### src/rtl/alu_pkg.sv
// Shared definitions for the sequential ALU core: datapath width, op codes
// and FSM state encoding.
package alu_pkg;

    localparam int WIDTH = 6;

    typedef enum logic [2:0] {
        OP_ADD = 3'b000,
        OP_SUB = 3'b001,
        OP_AND = 3'b010,
        OP_OR  = 3'b011,
        OP_XOR = 3'b100,
        OP_SHL = 3'b101,
        OP_MUL = 3'b110,
        OP_NOT = 3'b111
    } op_e;

    typedef enum logic [2:0] {
        IDLE,
        EXEC,
        SHIFT,
        MULT,
        DONE
    } state_e;

endpackage

### src/rtl/alu_seq_core_if.sv
// Start/done request bus of the sequential ALU core: operands in, registered
// result and arithmetic flags out.
interface alu_seq_core_if #(
    parameter int WIDTH = 6
);
    logic             start;
    logic [2:0]       op;
    logic [WIDTH-1:0] A;
    logic [WIDTH-1:0] B;
    logic             busy;
    logic             done;
    logic [WIDTH-1:0] Dato;
    logic             CF;
    logic             OF;
    logic             ZF;
    logic             SF;

    modport master (
        output start, op, A, B,
        input  busy, done, Dato, CF, OF, ZF, SF
    );

    modport slave (
        input  start, op, A, B,
        output busy, done, Dato, CF, OF, ZF, SF
    );
endinterface

### src/rtl/alu_mul_shiftadd.sv
// Iterative unsigned WIDTH x WIDTH -> 2*WIDTH shift-add multiplier, one
// partial product per step; prod_next is the accumulator after the current step.
module alu_mul_shiftadd #(
    parameter int WIDTH      = 6,
    parameter int MUL_CYCLES = WIDTH
) (
    input  logic                 clk,
    input  logic                 rst_n,
    input  logic                 load,
    input  logic                 step,
    input  logic [WIDTH-1:0]     a,
    input  logic [WIDTH-1:0]     b,
    output logic [2*WIDTH-1:0]   prod_next,
    output logic                 fin
);
    localparam int CW = $clog2(MUL_CYCLES + 1);

    logic [2*WIDTH-1:0] acc;
    logic [2*WIDTH-1:0] mcand;
    logic [WIDTH-1:0]   mplier;
    logic [CW-1:0]      cnt;

    assign prod_next = acc + (mplier[0] ? mcand : '0);
    // fin marks the step that completes the product, so the caller can latch
    // prod_next on the same edge without an extra cycle.
    assign fin       = step && (cnt == CW'(1));

    always_ff @(posedge clk) begin
        if (!rst_n) begin
            acc    <= '0;
            mcand  <= '0;
            mplier <= '0;
            cnt    <= '0;
        end else if (load) begin
            acc    <= '0;
            mcand  <= {{WIDTH{1'b0}}, a};
            mplier <= b;
            cnt    <= CW'(MUL_CYCLES);
        end else if (step && (cnt != '0)) begin
            acc    <= prod_next;
            mcand  <= mcand << 1;
            mplier <= mplier >> 1;
            cnt    <= cnt - CW'(1);
        end
    end
endmodule

### src/rtl/alu_seq_core.sv
// Sequential ALU core: single-cycle ops plus iterative shift and multiply
// behind one start/done handshake; result and flags held between operations.
module alu_seq_core
    import alu_pkg::*;
#(
    parameter int WIDTH      = alu_pkg::WIDTH,
    parameter int MUL_CYCLES = WIDTH
) (
    input  logic           clk,
    input  logic           rst_n,
    alu_seq_core_if.slave  bus
);
    state_e             state, state_nxt;
    op_e                op_q;
    logic [WIDTH-1:0]   a_q, b_q;
    logic [WIDTH-1:0]   sh_q;
    logic [2:0]         sh_cnt;
    logic [WIDTH-1:0]   dato_q;
    logic               cf_q, of_q, zf_q, sf_q;

    logic               accept;
    logic               mul_load, mul_step, mul_fin;
    logic [2*WIDTH-1:0] mul_prod;
    logic               wr_en;
    logic [WIDTH-1:0]   wr_res;
    logic               wr_cf, wr_of;
    logic [WIDTH:0]     sum, dif;

    assign accept   = bus.start && ((state == IDLE) || (state == DONE));
    assign bus.busy = (state == EXEC) || (state == SHIFT) || (state == MULT);
    assign bus.done = (state == DONE);
    assign bus.Dato = dato_q;
    assign bus.CF   = cf_q;
    assign bus.OF   = of_q;
    assign bus.ZF   = zf_q;
    assign bus.SF   = sf_q;

    alu_mul_shiftadd #(
        .WIDTH      (WIDTH),
        .MUL_CYCLES (MUL_CYCLES)
    ) u_mul (
        .clk       (clk),
        .rst_n     (rst_n),
        .load      (mul_load),
        .step      (mul_step),
        .a         (a_q),
        .b         (b_q),
        .prod_next (mul_prod),
        .fin       (mul_fin)
    );

    always_ff @(posedge clk) begin
        if (!rst_n) state <= IDLE;
        else        state <= state_nxt;
    end

    always_comb begin
        state_nxt = state;
        mul_load  = 1'b0;
        mul_step  = 1'b0;
        wr_en     = 1'b0;
        wr_res    = dato_q;
        wr_cf     = 1'b0;
        wr_of     = 1'b0;
        sum       = {1'b0, a_q} + {1'b0, b_q};
        dif       = {1'b0, a_q} - {1'b0, b_q};
        unique case (state)
            IDLE: if (bus.start) state_nxt = EXEC;
            EXEC: begin
                wr_en     = 1'b1;
                state_nxt = DONE;
                unique case (op_q)
                    OP_ADD: begin
                        wr_res = sum[WIDTH-1:0];
                        wr_cf  = sum[WIDTH];
                        wr_of  = (a_q[WIDTH-1] == b_q[WIDTH-1]) && (sum[WIDTH-1] != a_q[WIDTH-1]);
                    end
                    OP_SUB: begin
                        wr_res = dif[WIDTH-1:0];
                        wr_cf  = dif[WIDTH];
                        wr_of  = (a_q[WIDTH-1] != b_q[WIDTH-1]) && (dif[WIDTH-1] != a_q[WIDTH-1]);
                    end
                    OP_AND: wr_res = a_q & b_q;
                    OP_OR:  wr_res = a_q | b_q;
                    OP_XOR: wr_res = a_q ^ b_q;
                    OP_NOT: wr_res = ~a_q;
                    OP_SHL: begin
                        if (b_q[2:0] == 3'd0) begin
                            wr_res = a_q;
                        end else begin
                            wr_en     = 1'b0;
                            state_nxt = SHIFT;
                        end
                    end
                    OP_MUL: begin
                        wr_en     = 1'b0;
                        mul_load  = 1'b1;
                        state_nxt = MULT;
                    end
                endcase
            end
            SHIFT: begin
                if (sh_cnt == 3'd1) begin
                    wr_en     = 1'b1;
                    wr_res    = {sh_q[WIDTH-2:0], 1'b0};
                    wr_cf     = sh_q[WIDTH-1];
                    state_nxt = DONE;
                end
            end
            MULT: begin
                mul_step = 1'b1;
                if (mul_fin) begin
                    wr_en     = 1'b1;
                    wr_res    = mul_prod[WIDTH-1:0];
                    wr_cf     = |mul_prod[2*WIDTH-1:WIDTH];
                    wr_of     = |mul_prod[2*WIDTH-1:WIDTH];
                    state_nxt = DONE;
                end
            end
            DONE: state_nxt = bus.start ? EXEC : IDLE;
            default: state_nxt = IDLE;
        endcase
    end

    always_ff @(posedge clk) begin
        if (!rst_n) begin
            a_q    <= '0;
            b_q    <= '0;
            op_q   <= OP_ADD;
            sh_q   <= '0;
            sh_cnt <= '0;
            dato_q <= '0;
            cf_q   <= 1'b0;
            of_q   <= 1'b0;
            zf_q   <= 1'b0;
            sf_q   <= 1'b0;
        end else begin
            if (accept) begin
                a_q  <= bus.A;
                b_q  <= bus.B;
                op_q <= op_e'(bus.op);
            end
            if ((state == EXEC) && (op_q == OP_SHL)) begin
                sh_q   <= a_q;
                sh_cnt <= b_q[2:0];
            end else if (state == SHIFT) begin
                sh_q   <= sh_q << 1;
                sh_cnt <= sh_cnt - 3'd1;
            end
            if (wr_en) begin
                dato_q <= wr_res;
                cf_q   <= wr_cf;
                of_q   <= wr_of;
                zf_q   <= (wr_res == '0);
                sf_q   <= wr_res[WIDTH-1];
            end
        end
    end
endmodule
### src/flat_wrapper.sv
// flat-port wrapper written by rule: the top's interface ports become plain ports
module alu_seq_core_flat import alu_pkg::*;
#(
    parameter int WIDTH      = alu_pkg::WIDTH,
    parameter int MUL_CYCLES = WIDTH
)
  (clk, rst_n, bus_start, bus_op, bus_A, bus_B, bus_busy, bus_done, bus_Dato, bus_CF, bus_OF, bus_ZF, bus_SF);
  alu_seq_core_if #(.WIDTH(WIDTH)) bus_i ();
  input  logic clk;
  input  logic rst_n;
  input wire logic [$bits(bus_i.start)-1:0] bus_start;
  input wire logic [$bits(bus_i.op)-1:0] bus_op;
  input wire logic [$bits(bus_i.A)-1:0] bus_A;
  input wire logic [$bits(bus_i.B)-1:0] bus_B;
  output wire logic [$bits(bus_i.busy)-1:0] bus_busy;
  output wire logic [$bits(bus_i.done)-1:0] bus_done;
  output wire logic [$bits(bus_i.Dato)-1:0] bus_Dato;
  output wire logic [$bits(bus_i.CF)-1:0] bus_CF;
  output wire logic [$bits(bus_i.OF)-1:0] bus_OF;
  output wire logic [$bits(bus_i.ZF)-1:0] bus_ZF;
  output wire logic [$bits(bus_i.SF)-1:0] bus_SF;
  assign bus_i.start = bus_start;
  assign bus_i.op = bus_op;
  assign bus_i.A = bus_A;
  assign bus_i.B = bus_B;
  assign bus_busy = bus_i.busy;
  assign bus_done = bus_i.done;
  assign bus_Dato = bus_i.Dato;
  assign bus_CF = bus_i.CF;
  assign bus_OF = bus_i.OF;
  assign bus_ZF = bus_i.ZF;
  assign bus_SF = bus_i.SF;
  alu_seq_core #(.WIDTH(WIDTH), .MUL_CYCLES(MUL_CYCLES)) u_core (.clk(clk), .rst_n(rst_n), .bus(bus_i));
endmodule
### config.mk
export PLATFORM = sky130hd
export DESIGN_NAME = alu_seq_core_flat
export DESIGN_NICKNAME = d
export VERILOG_FILES = /design/src/rtl/alu_pkg.sv /design/src/rtl/alu_seq_core_if.sv /design/src/rtl/alu_mul_shiftadd.sv /design/src/rtl/alu_seq_core.sv /design/src/flat_wrapper.sv
export SDC_FILE = /design/constraint.sdc
export NUM_CORES = 1
export LEC_CHECK = 0
export CAP_MARGIN = 30
export CORE_UTILIZATION = 56
export CTS_BUF_LIST = sky130_fd_sc_hd__clkbuf_4
export CTS_CLUSTER_DIAMETER = 80
export DETAILED_ROUTE_END_ITERATION = 12
export HOLD_SLACK_MARGIN = 0.06
export PLACE_DENSITY = 0.76
export SYNTH_ARGS = -nofsm -noshare
export SYNTH_HDL_FRONTEND = slang
export SYNTH_SLANG_ARGS = --single-unit
### constraint.sdc
create_clock -name clk -period 3.4 [get_ports clk]
set_input_delay 0.51 -clock clk [delete_from_list [all_inputs] [get_ports clk]]
set_output_delay 0.51 -clock clk [all_outputs]
set_load 0.02 [all_outputs]
==> results of run 1 <==
==> power by group <==
part	leakage [nW]	switching, mW	total (mW)	internal [mW]
Clock	0.0735	0.313	0.533	0.220
Combinational	1.25	0.613	1.07	0.457
Sequential	0.559	0.160	1.06	0.896
Total	1.88	1.09	2.66	1.57
==> worst reg2reg max path: cells and delay by family, from the launching register on <==
family | cells | cell delay (ns)
AOI/OAI and AO/OA | 4 | 0.97
adders and majority gates | 2 | 0.68
DFF | 1 | 0.45
and+or+nand+nor | 2 | 0.39
muxes | 1 | 0.26
==> worst max-delay path by stage <==
stage                                                    from                    endpoint  cells after the start
after detailed placement           u_core.b_q[0]$_SDFFE_PN0P_  u_core.bus.ZF$_SDFFE_PN0P_                      9
after floorplan           u_core.u_mul.mplier[0]$_SDFFE_PN0P_  u_core.bus.OF$_SDFFE_PN0P_                     12
after global routing      u_core.u_mul.mplier[0]$_SDFFE_PN0P_  u_core.bus.OF$_SDFFE_PN0P_                     11
after CTS                          u_core.b_q[0]$_SDFFE_PN0P_  u_core.bus.ZF$_SDFFE_PN0P_                      9
final                              u_core.b_q[0]$_SDFFE_PN0P_  u_core.bus.ZF$_SDFFE_PN0P_                      9
after global placement             u_core.b_q[0]$_SDFFE_PN0P_  u_core.bus.ZF$_SDFFE_PN0P_                      9
==> layout make-up <==
cell class                 instances  area, um2
fill                             723       2750
clock inverter                     7       65.1
inverter                          32        120
sequential                        69       1380
timing repair buffer              41        380
multi-input combinational        470       2950
clock buffer                       9       67.6
tap                              102        128
==> synthesized netlist by cell type, types with 6 or more instances <==
cell	number	share of area, %
nand2_1	115	9.4
a21oi_1	49	5.3
mux2i_1	10	2.2
inv_1	31	2.5
a31oi_1	7	0.95
o21a_1	6	0.98
ha_1	34	9.2
dfxtp_1	69	30
and2_1	15	2.0
o21ai_0	17	1.8
xnor2_1	11	2.1
clkbuf_1	27	2.2
nand2b_1	6	0.82
a311oi_1	16	3.0
or3_1	7	0.95
nand3_1	14	1.5
a22oi_1	7	1.1
nor3_1	13	1.4
nor2_1	55	4.5
==> layer usage <==
metal / share of wire [%] / vias to the layer above / global-route usage, %
met5: 0 / - / 0
met4: 2.3 / 0 / 9.62
met3: 6.7 / 27 / 3.94
met2: 44 / 164 / 47.5
met1: 47 / 2103 / 42.8
li1: - / 2170 / -
==> flip-flops by register name (all words and copies together), names as in the netlist, 5 cells and up <==
name,flops
u_core.u_mul.acc,12
u_core.u_mul.mcand,12
u_core.b_q,6
u_core.bus.Dato,5
u_core.a_q,6
u_core.u_mul.mplier,6
u_core.sh_q,6
==> cell families (layout without fill, tap and decap cells) <==
kind of cell	after synthesis	after routing
compound gates	154	154
xor+xnor	15	15
fa+ha+maj	37	37
buf+inv	68	89
flops	69	69
mux	11	11
simple gates	253	253
==> per-stage QoR <==
step	power, mW	area [um2]	setup WS, ns	util [%]
global route	2.82	5090	0.350	64.9
CTS	2.64	5090	0.601	64.9
floorplan	1.79	4600	0.838	-
finish	2.66	5090	0.574	64.9
detailed placement	2.12	4960	0.616	63.2
global placement	2.10	4960	0.718	63.2
==> impl_metrics.yaml, run 1 <==
grt:
  grt_pass1_wl_um: 20400
  grt_max_degree: 42
  grt_pass1_vias: 4164
  grt_use_total_pct: 30.2
  antenna_found_initial: 0
  overflow: 0
setup_path:
  crit_fanout: 7
  crit_path_max_incr_delay_ns: 0.45
  crit_type: "reg2reg"
  rrSetupSlack_ns: 0.57
  cp-end-kind: "flop"
  cp_slowest_cell: "dfxtp_1"
  startpoint_type: "flop"
  r2r-start: "u_core.b_q[0]$_SDFFE_PN0P_"
  reg2reg_depth: 9
  path_buf_inv: 0
  cp.required_ns: 3.76
  crit_chain: "ha_1 -> fa_1 -> mux2_2 -> a221oi_1 -> o22ai_1 -> a221o_1 -> nor4_2 -> nand3_1 -> o31ai_2"
  worstPathArrival_ns: 3.18
  crit_family: "compound AO/OA/AOI/OAI gates"
  reg2reg_to: "u_core.bus.ZF$_SDFFE_PN0P_"
timing:
  finalSetupViolCount: 0
  tns_ns: 0
  drv_slew: 0
  fmax_ghz: 0.354
  rsz0062_at_grt: "no"
  period_share_pct: 83.1
  relSlewSlack_pct: 39.5
  final.min_clock_period_ns: 2.83
  hold_viol: 0
  max_slew.worst_pin.slew_ns: 0.905
  clock_skew_ns: 0.0121
  fin_hold_ws_ns: 0.469
synthesis:
  synthDistinctLibCells: 64
  ys_warn_count: 0
  synthCells: 607
  synth-main-ff-cell: "dfxtp_1"
  synth_edf_count: 0
  synth_mux_area_share_pct: 2.42
  ys_seq_area_share_pct: 30.0
  synth_seq_cells: 69
  synth_simple_gate_area_share_pct: 25.2
  async_flop_share_pct: 0
  syn_avg_cell_area_um2: 7.58
  synth_top_family_by_area: "simple AND/OR/NAND/NOR gates"
  netlist_area_um2: 4600
  synth_fa_ha_area_share_pct: 10.6
  synth.net_count: 662
  synth_xor_area_share_pct: 2.86
  synth_compound_area_share_pct: 23.0
finish:
  final_common_cell: "nand2_1"
  nets: 678
  layout-drive-gt1-share_pct: 5.73
  layout_common_cells: "115 x nand2_1, 69 x dfxtp_1, 55 x nor2_1, 49 x a21oi_1, 34 x ha_1"
  insertedDiodeCount: 0
  instances_no_fill: 730
  syn_to_final_growth_pct: 10.7
placed_design:
  globalplace.congestion: 0.952
  hpwlAfterDp_um: 9100
  dp.cells: 714
  portBuffers: 29
pwr:
  peakVddDrop_mv: 0.476
  p_leak_nw: 1.88
  powerDensity_nw_per_um2: 522
job:
  maxCapViolations: 0
detailed_routing:
  via_per_inst: 6.12
  drt_iter0_drc: 363
  vias: 4464
  drc: 0
  avgRoutedWirePerCell_um: 16.7
  firstDrtPassIters: 5
  ant_nets: 0
  wirelength_um: 12200
clock_tree:
  cts.root.buffer_cell: "clkbuf_4"
  cts_hold_buf: 0
  clkSinkCount: 69
  cts_setup_buffers: 0
  htreeDepth: 3
  insertion_delay_ns: 0.43
  clock_path_buffers: 2
  numCtsBuffers: 9
  clkTransAtPathRegs_ns: 0.12
  ctsResizeCount: 0
  cts_tree: "built"
hold_path:
  min_from: "u_core.u_mul.acc[7]$_SDFFE_PP0P_"
  holdPathEnd: "u_core.u_mul.acc[7]$_SDFFE_PP0P_"
  hold_class: "reg2reg"
  min_path_cells: 2
floorplan:
  io-pin-count: 30
  dieArea_um2: 8580
  row_count: 32
  core_area_um2: 7850
  die_y_um: 92.6
  initial_utilization_pct: 58.6
  die_width_um: 92.6
outcome:
  status: "completed"
Note: power is estimated with default switching activity, not from simulation.
==> inputs of run 2 (changes only) <==
PLACE_DENSITY = 0.79   (was 0.76)
clock period = 2.4 ns   (was 3.4 ns; I/O delays follow)
==> impl_metrics.yaml, run 2 (same netlist as run 1, synthesis figures left out) <==
outcome:
  status: "finished, violations left"
  violations: "negative setup slack"
detailed_routing:
  drc: 0
  drt_iter0_drc: 502
  via_per_inst: 6.17
  wirelength_um: 13700
  ant_nets: 0
  vias: 4848
  avgRoutedWirePerCell_um: 17.5
  firstDrtPassIters: 5
floorplan:
  dieArea_um2: 8580
  io-pin-count: 30
  row_count: 32
  die_width_um: 92.6
  initial_utilization_pct: 58.6
  die_y_um: 92.6
  core_area_um2: 7850
setup_path:
  rrSetupSlack_ns: -0.12
  startpoint_type: "flop"
  crit_type: "reg2reg"
  crit_chain: "ha_4 -> fa_1 -> mux2_2 -> a221oi_2 -> o22ai_1 -> a221o_1 -> nor4_2 -> nand3_1 -> o31ai_2"
  cp-end-kind: "flop"
  reg2reg_depth: 9
  cp.required_ns: 2.73
  crit_path_max_incr_delay_ns: 0.42
  crit_cells: 9
  worstPathArrival_ns: 2.86
  r2r-start: "u_core.a_q[0]$_SDFFE_PN0P_"
  crit_start: "u_core.a_q[0]$_SDFFE_PN0P_"
  path_buf_inv: 0
  crit_fanout: 4
  crit_family: "compound AO/OA/AOI/OAI gates"
  cp_slowest_cell: "fa_1"
finish:
  regArea_um2: 1390
  nets: 735
  syn_to_final_growth_pct: 23.5
  n_fill_cell: 626
  final_common_cell: "nand2_1"
  design_area_um2: 5680
  insertedDiodeCount: 0
  largest_registers: "u_core.u_mul.acc x12, u_core.u_mul.mcand x12"
  layout_common_cells: "114 x nand2_1, 69 x buf_4, 63 x dfxtp_1, 55 x nor2_1, 46 x a21oi_1"
  post-route-util_pct: 72.4
  multi_input_comb_area_um2: 3100
  layout-drive-gt1-share_pct: 18.1
clock_tree:
  cts_hold_buf: 0
  numCtsBuffers: 9
  cts_tree: "built"
  cts.root.buffer_cell: "clkbuf_4"
  insertion_delay_ns: 0.43
  clock_path_buffers: 2
  htreeDepth: 3
  clkSinkCount: 69
  clkTransAtPathRegs_ns: 0.12
grt:
  overflow: 0
  grt_pass1_vias: 4577
  grt_pass1_wl_um: 22100
  antenna_found_initial: 0
  grt_max_degree: 42
  grt_use_total_pct: 33.2
placed_design:
  place_ws_ns: -0.115
  globalplace.congestion: 0.935
  portBuffers: 29
  placed_area_um2: 5410
  hpwlAfterDp_um: 10200
pwr:
  peakVddDrop_mv: 0.851
  p_leak_nw: 2.20
  powerDensity_nw_per_um2: 725
hold_path:
  min_from: "u_core.u_mul.acc[9]$_SDFFE_PP0P_"
  hold_class: "reg2reg"
  min_path_cells: 2
timing:
  clock_skew_ns: 0.0165
  finalSetupViolCount: 1
  fmax_ghz: 0.397
  max_slew.worst_pin.slew_ns: 0.789
  hold_viol: 0
  drv_slew: 0
  worst_slack_ns: -0.121
  period_share_pct: 105
  final.min_clock_period_ns: 2.52
  rsz0062_at_grt: "yes"
  relSlewSlack_pct: 47.4
job:
  maxCapViolations: 0
==> run 2: cell types whose count changed in the layout (fill, tap and decap cells not counted), sizes merged <==
cell	delta
clkinv	-2
clkinvlp	+1
buf	+57
==> run 2: worst min-delay path, stage by stage (launching register included) <==
cell	delay, ns
dfxtp_1	0.33
nand2_1	0.05
a21oi_1	0.05
==> run 2: layout make-up <==
| cell class | count | area share (%) |
|---|---|---|
| Inverter | 32 | 2.11 |
| Tap cell | 102 | 2.25 |
| Multi-Input combinational cell | 470 | 54.6 |
| Sequential cell | 69 | 24.5 |
| Timing Repair Buffer | 98 | 14.2 |
| Clock inverter | 6 | 1.12 |
| Clock buffer | 9 | 1.19 |
==> run 2: metal layers <==
layer	GRT usage, %	part of all wire, %	up-vias
met5	0	0	-
met4	16.4	3.8	0
met3	5.34	8.5	49
met2	52.0	45	261
met1	44.4	43	2247
li1	-	-	2291
==> run 2: worst paths after layout <==
check | to
worst max-delay path | u_core.bus.ZF$_SDFFE_PN0P_
worst max register to register | u_core.bus.ZF$_SDFFE_PN0P_
worst min register to register | u_core.u_mul.acc[9]$_SDFFE_PP0P_
worst min-delay path | u_core.u_mul.acc[9]$_SDFFE_PP0P_
==> run 2: through the flow <==
stage,cells,hold slack (ns),total power [mW],setup TNS (ns)
2_1_floorplan,607,0.436,2.56,0
3_3_place_gp,768,0.448,3.24,0
3_5_place_dp,768,0.454,3.29,-0.288
4_1_cts,785,0.455,4.05,-0.171
5_1_grt,786,0.480,4.34,-0.541
6_report,786,0.470,4.12,-0.121
==> run 2: timing repair <==
action                                  CTS  global route
pin swaps                                 9             6
endpoints found under the setup margin    4             9
gates resized for setup                   6            26
buffers inserted                          2             1
==> run 2: power by group <==
group	internal (mW)	leakage [nW]	switching, mW	total, mW
combinational	0.856	1.57	1.07	1.93
clock	0.312	0.0682	0.459	0.771
sequential	1.27	0.562	0.146	1.42
total	2.44	2.20	1.68	4.12
==> inputs of run 3 (changes only) <==
ABC_AREA = 1   (was not set)
==> impl_metrics.yaml, run 3 <==
timing:
  drv_slew: 0
  clock_skew_ns: 0.0180
  period_share_pct: 95.7
  finalSetupViolCount: 0
  worst_slack_ns: 0.103
  final.min_clock_period_ns: 2.30
  hold_viol: 0
  fmax_ghz: 0.435
  relSlewSlack_pct: 60.1
  tns_ns: 0
  max_slew.worst_pin.slew_ns: 0.597
pwr:
  p_clk_share_pct: 26.8
  powerDensity_nw_per_um2: 517
  internal_power_mw: 1.73
  power.total_mw: 2.81
  peakVddDrop_mv: 0.280
  p_leak_nw: 2.72
  power_switching_mw: 1.08
  power_frac_seq_pct: 45.1
  pwr-share-comb_pct: 28.2
  p_sw_share_pct: 38.4
finish:
  final_common_cell: "nand2_1"
  nets: 805
  instances_no_fill: 860
  layout-drive-gt1-share_pct: 12.2
  insertedDiodeCount: 0
  syn_to_final_growth_pct: 14.0
  largest_registers: "u_core.u_mul.acc x12, u_core.u_mul.mcand x12"
  post-route-util_pct: 66.2
  layout_common_cells: "138 x nand2_1, 117 x inv_1, 66 x dfxtp_1, 62 x nor2_1, 56 x a21oi_1"
floorplan:
  initial_utilization_pct: 58.1
  die_width_um: 94.3
  die_y_um: 94.3
  dieArea_um2: 8900
  row_count: 33
  io-pin-count: 30
  core_area_um2: 8220
clock_tree:
  clkTransAtPathRegs_ns: 0.15
  htreeDepth: 3
  cts_tree: "built"
  cts.root.buffer_cell: "clkbuf_4"
  clkSinkCount: 69
  clock_path_buffers: 2
  insertion_delay_ns: 0.44
  cts_hold_buf: 0
  numCtsBuffers: 9
synthesis:
  netlist_area_um2: 4770
  synth_area_leaders: "dfxtp_1 29%, nand2_1 11%, inv_1 9.3%"
  synthDistinctLibCells: 39
  async_flop_share_pct: 0
  synth-main-ff-cell: "dfxtp_1"
  ys_seq_area_share_pct: 28.9
  ys_warn_count: 0
  synth_edf_count: 0
  yosys-top-cells-count: "139 x nand2_1, 118 x inv_1, 69 x dfxtp_1"
  synth.net_count: 768
  synth_most_common_cell: "nand2_1"
  synth_seq_cells: 69
  synth_top_area_share_pct: 28.9
  yosysTopAreaCell: "dfxtp_1"
  synthCells: 713
  syn_avg_cell_area_um2: 6.69
setup_path:
  crit_type: "reg2reg"
  worstPathArrival_ns: 2.65
  cp.required_ns: 2.75
  startpoint_type: "flop"
  crit_fanout: 3
  cp-end-kind: "flop"
grt:
  antenna_found_initial: 0
  grt_pass1_wl_um: 21200
  grt_use_total_pct: 30.9
  overflow: 0
  grt_max_degree: 31
  grt_pass1_vias: 4314
detailed_routing:
  vias: 4760
  firstDrtPassIters: 7
  drt_iter0_drc: 434
  wirelength_um: 13300
  drc: 0
  avgRoutedWirePerCell_um: 15.4
  ant_nets: 0
  via_per_inst: 5.53
placed_design:
  place_ws_ns: 0.0768
  hpwlAfterDp_um: 10200
  portBuffers: 29
  globalplace.congestion: 0.971
  dp.cells: 842
outcome:
  status: "completed"
job:
  maxCapViolations: 0
hold_path:
  hold_class: "reg2reg"
-- run 3: cell types whose count changed in the layout (fill, tap and decap cells not counted), moves of 7 or more --
cell	previous run	this run
nor2_1	55	62
o21ai_0	12	54
or3_1	7	0
xnor2_1	11	3
mux2i_1	10	0
a21oi_1	46	56
inv_1	30	117
nand3_1	14	44
a311oi_1	16	0
nand2_1	114	138
and2_1	13	1
inv_2	1	10
buf_4	69	18
-- run 3: what timing repair did --
item                       CTS  global route
setup endpoints to repair    0             3
gates resized for setup      0            22
buffers inserted             0             2
-- run 3: metrics by stage --
stage	hold slack, ns	area, um2
after global routing	0.495	5440
after floorplan	0.436	4770
final	0.468	5440
after detailed placement	0.459	5220
after global placement	0.449	5220
after CTS	0.472	5350
-- run 3: cells by family (layout without fill, tap and decap cells) --
kind of cell    Yosys count  count (layout)  share of synthesized area (%)
xor+xnor                 12              12                           2.20
simple gates            290             290                           28.1
flops                    69              69                           28.9
compound gates          154             154                           18.1
buf+inv                 151             193                           12.5
fa+ha+maj                37              37                           10.2
-- run 3: final timing paths --
check	from	endpoint	slack, ns	cells after the start
setup reg to reg	u_core.u_mul.mplier[0]$_SDFFE_PN0P_	u_core.bus.OF$_SDFFE_PN0P_	0.10	17
setup / recovery	u_core.u_mul.mplier[0]$_SDFFE_PN0P_	u_core.bus.OF$_SDFFE_PN0P_	0.10	17
hold / removal	u_core.u_mul.mplier[1]$_SDFFE_PN0P_	u_core.u_mul.mplier[0]$_SDFFE_PN0P_	0.47	2
hold reg to reg	u_core.u_mul.mplier[1]$_SDFFE_PN0P_	u_core.u_mul.mplier[0]$_SDFFE_PN0P_	0.47	2
-- run 3: area by class of cell --
| type | instances | area [um2] |
|---|---|---|
| Tap cell | 105 | 131 |
| Timing Repair Buffer | 48 | 437 |
| Fill cell | 744 | 2780 |
| Sequential cell | 69 | 1390 |
| Clock buffer | 9 | 67.6 |
| Inverter | 129 | 489 |
| Multi-Input combinational cell | 493 | 2860 |
| Clock inverter | 7 | 65.1 |
-- run 3: worst max-delay path, cell delays in order, from the launching register on --
cell and delay, ns:
dfxtp_2 0.37, nand2_1 0.05, inv_1 0.06, ha_2 0.17, inv_1 0.06, fa_2 0.40
inv_2 0.07, nand3_2 0.06, nand3_2 0.11, a21oi_2 0.07, xor2_1 0.21, nand3_1 0.10
nor2_1 0.11, nand2_1 0.11, nand2_2 0.10, nand3_2 0.05, nand2_1 0.05, inv_1 0.04
-- run 3: power by group through the flow --
| stage | Sequential (mW) | Clock [mW] | Combinational (mW) |
|---|---|---|---|
| 4_1_cts | 1.27 | 0.748 | 0.777 |
| 2_1_floorplan | 1.30 | 0 | 0.506 |
| 6_report | 1.27 | 0.753 | 0.792 |
| 5_1_grt | 1.28 | 0.801 | 0.876 |
| 3_5_place_dp | 1.29 | 0 | 0.774 |
| 3_3_place_gp | 1.29 | 0 | 0.769 |
-- run 3: per-layer routing --
layer,vias up,global-route usage [%],share of wire [%]
met4,0,8.72,2.4
li1,2376,-,-
met5,-,0,0
met2,186,48.7,44
met3,26,4.85,6.9
met1,2172,43.4,46
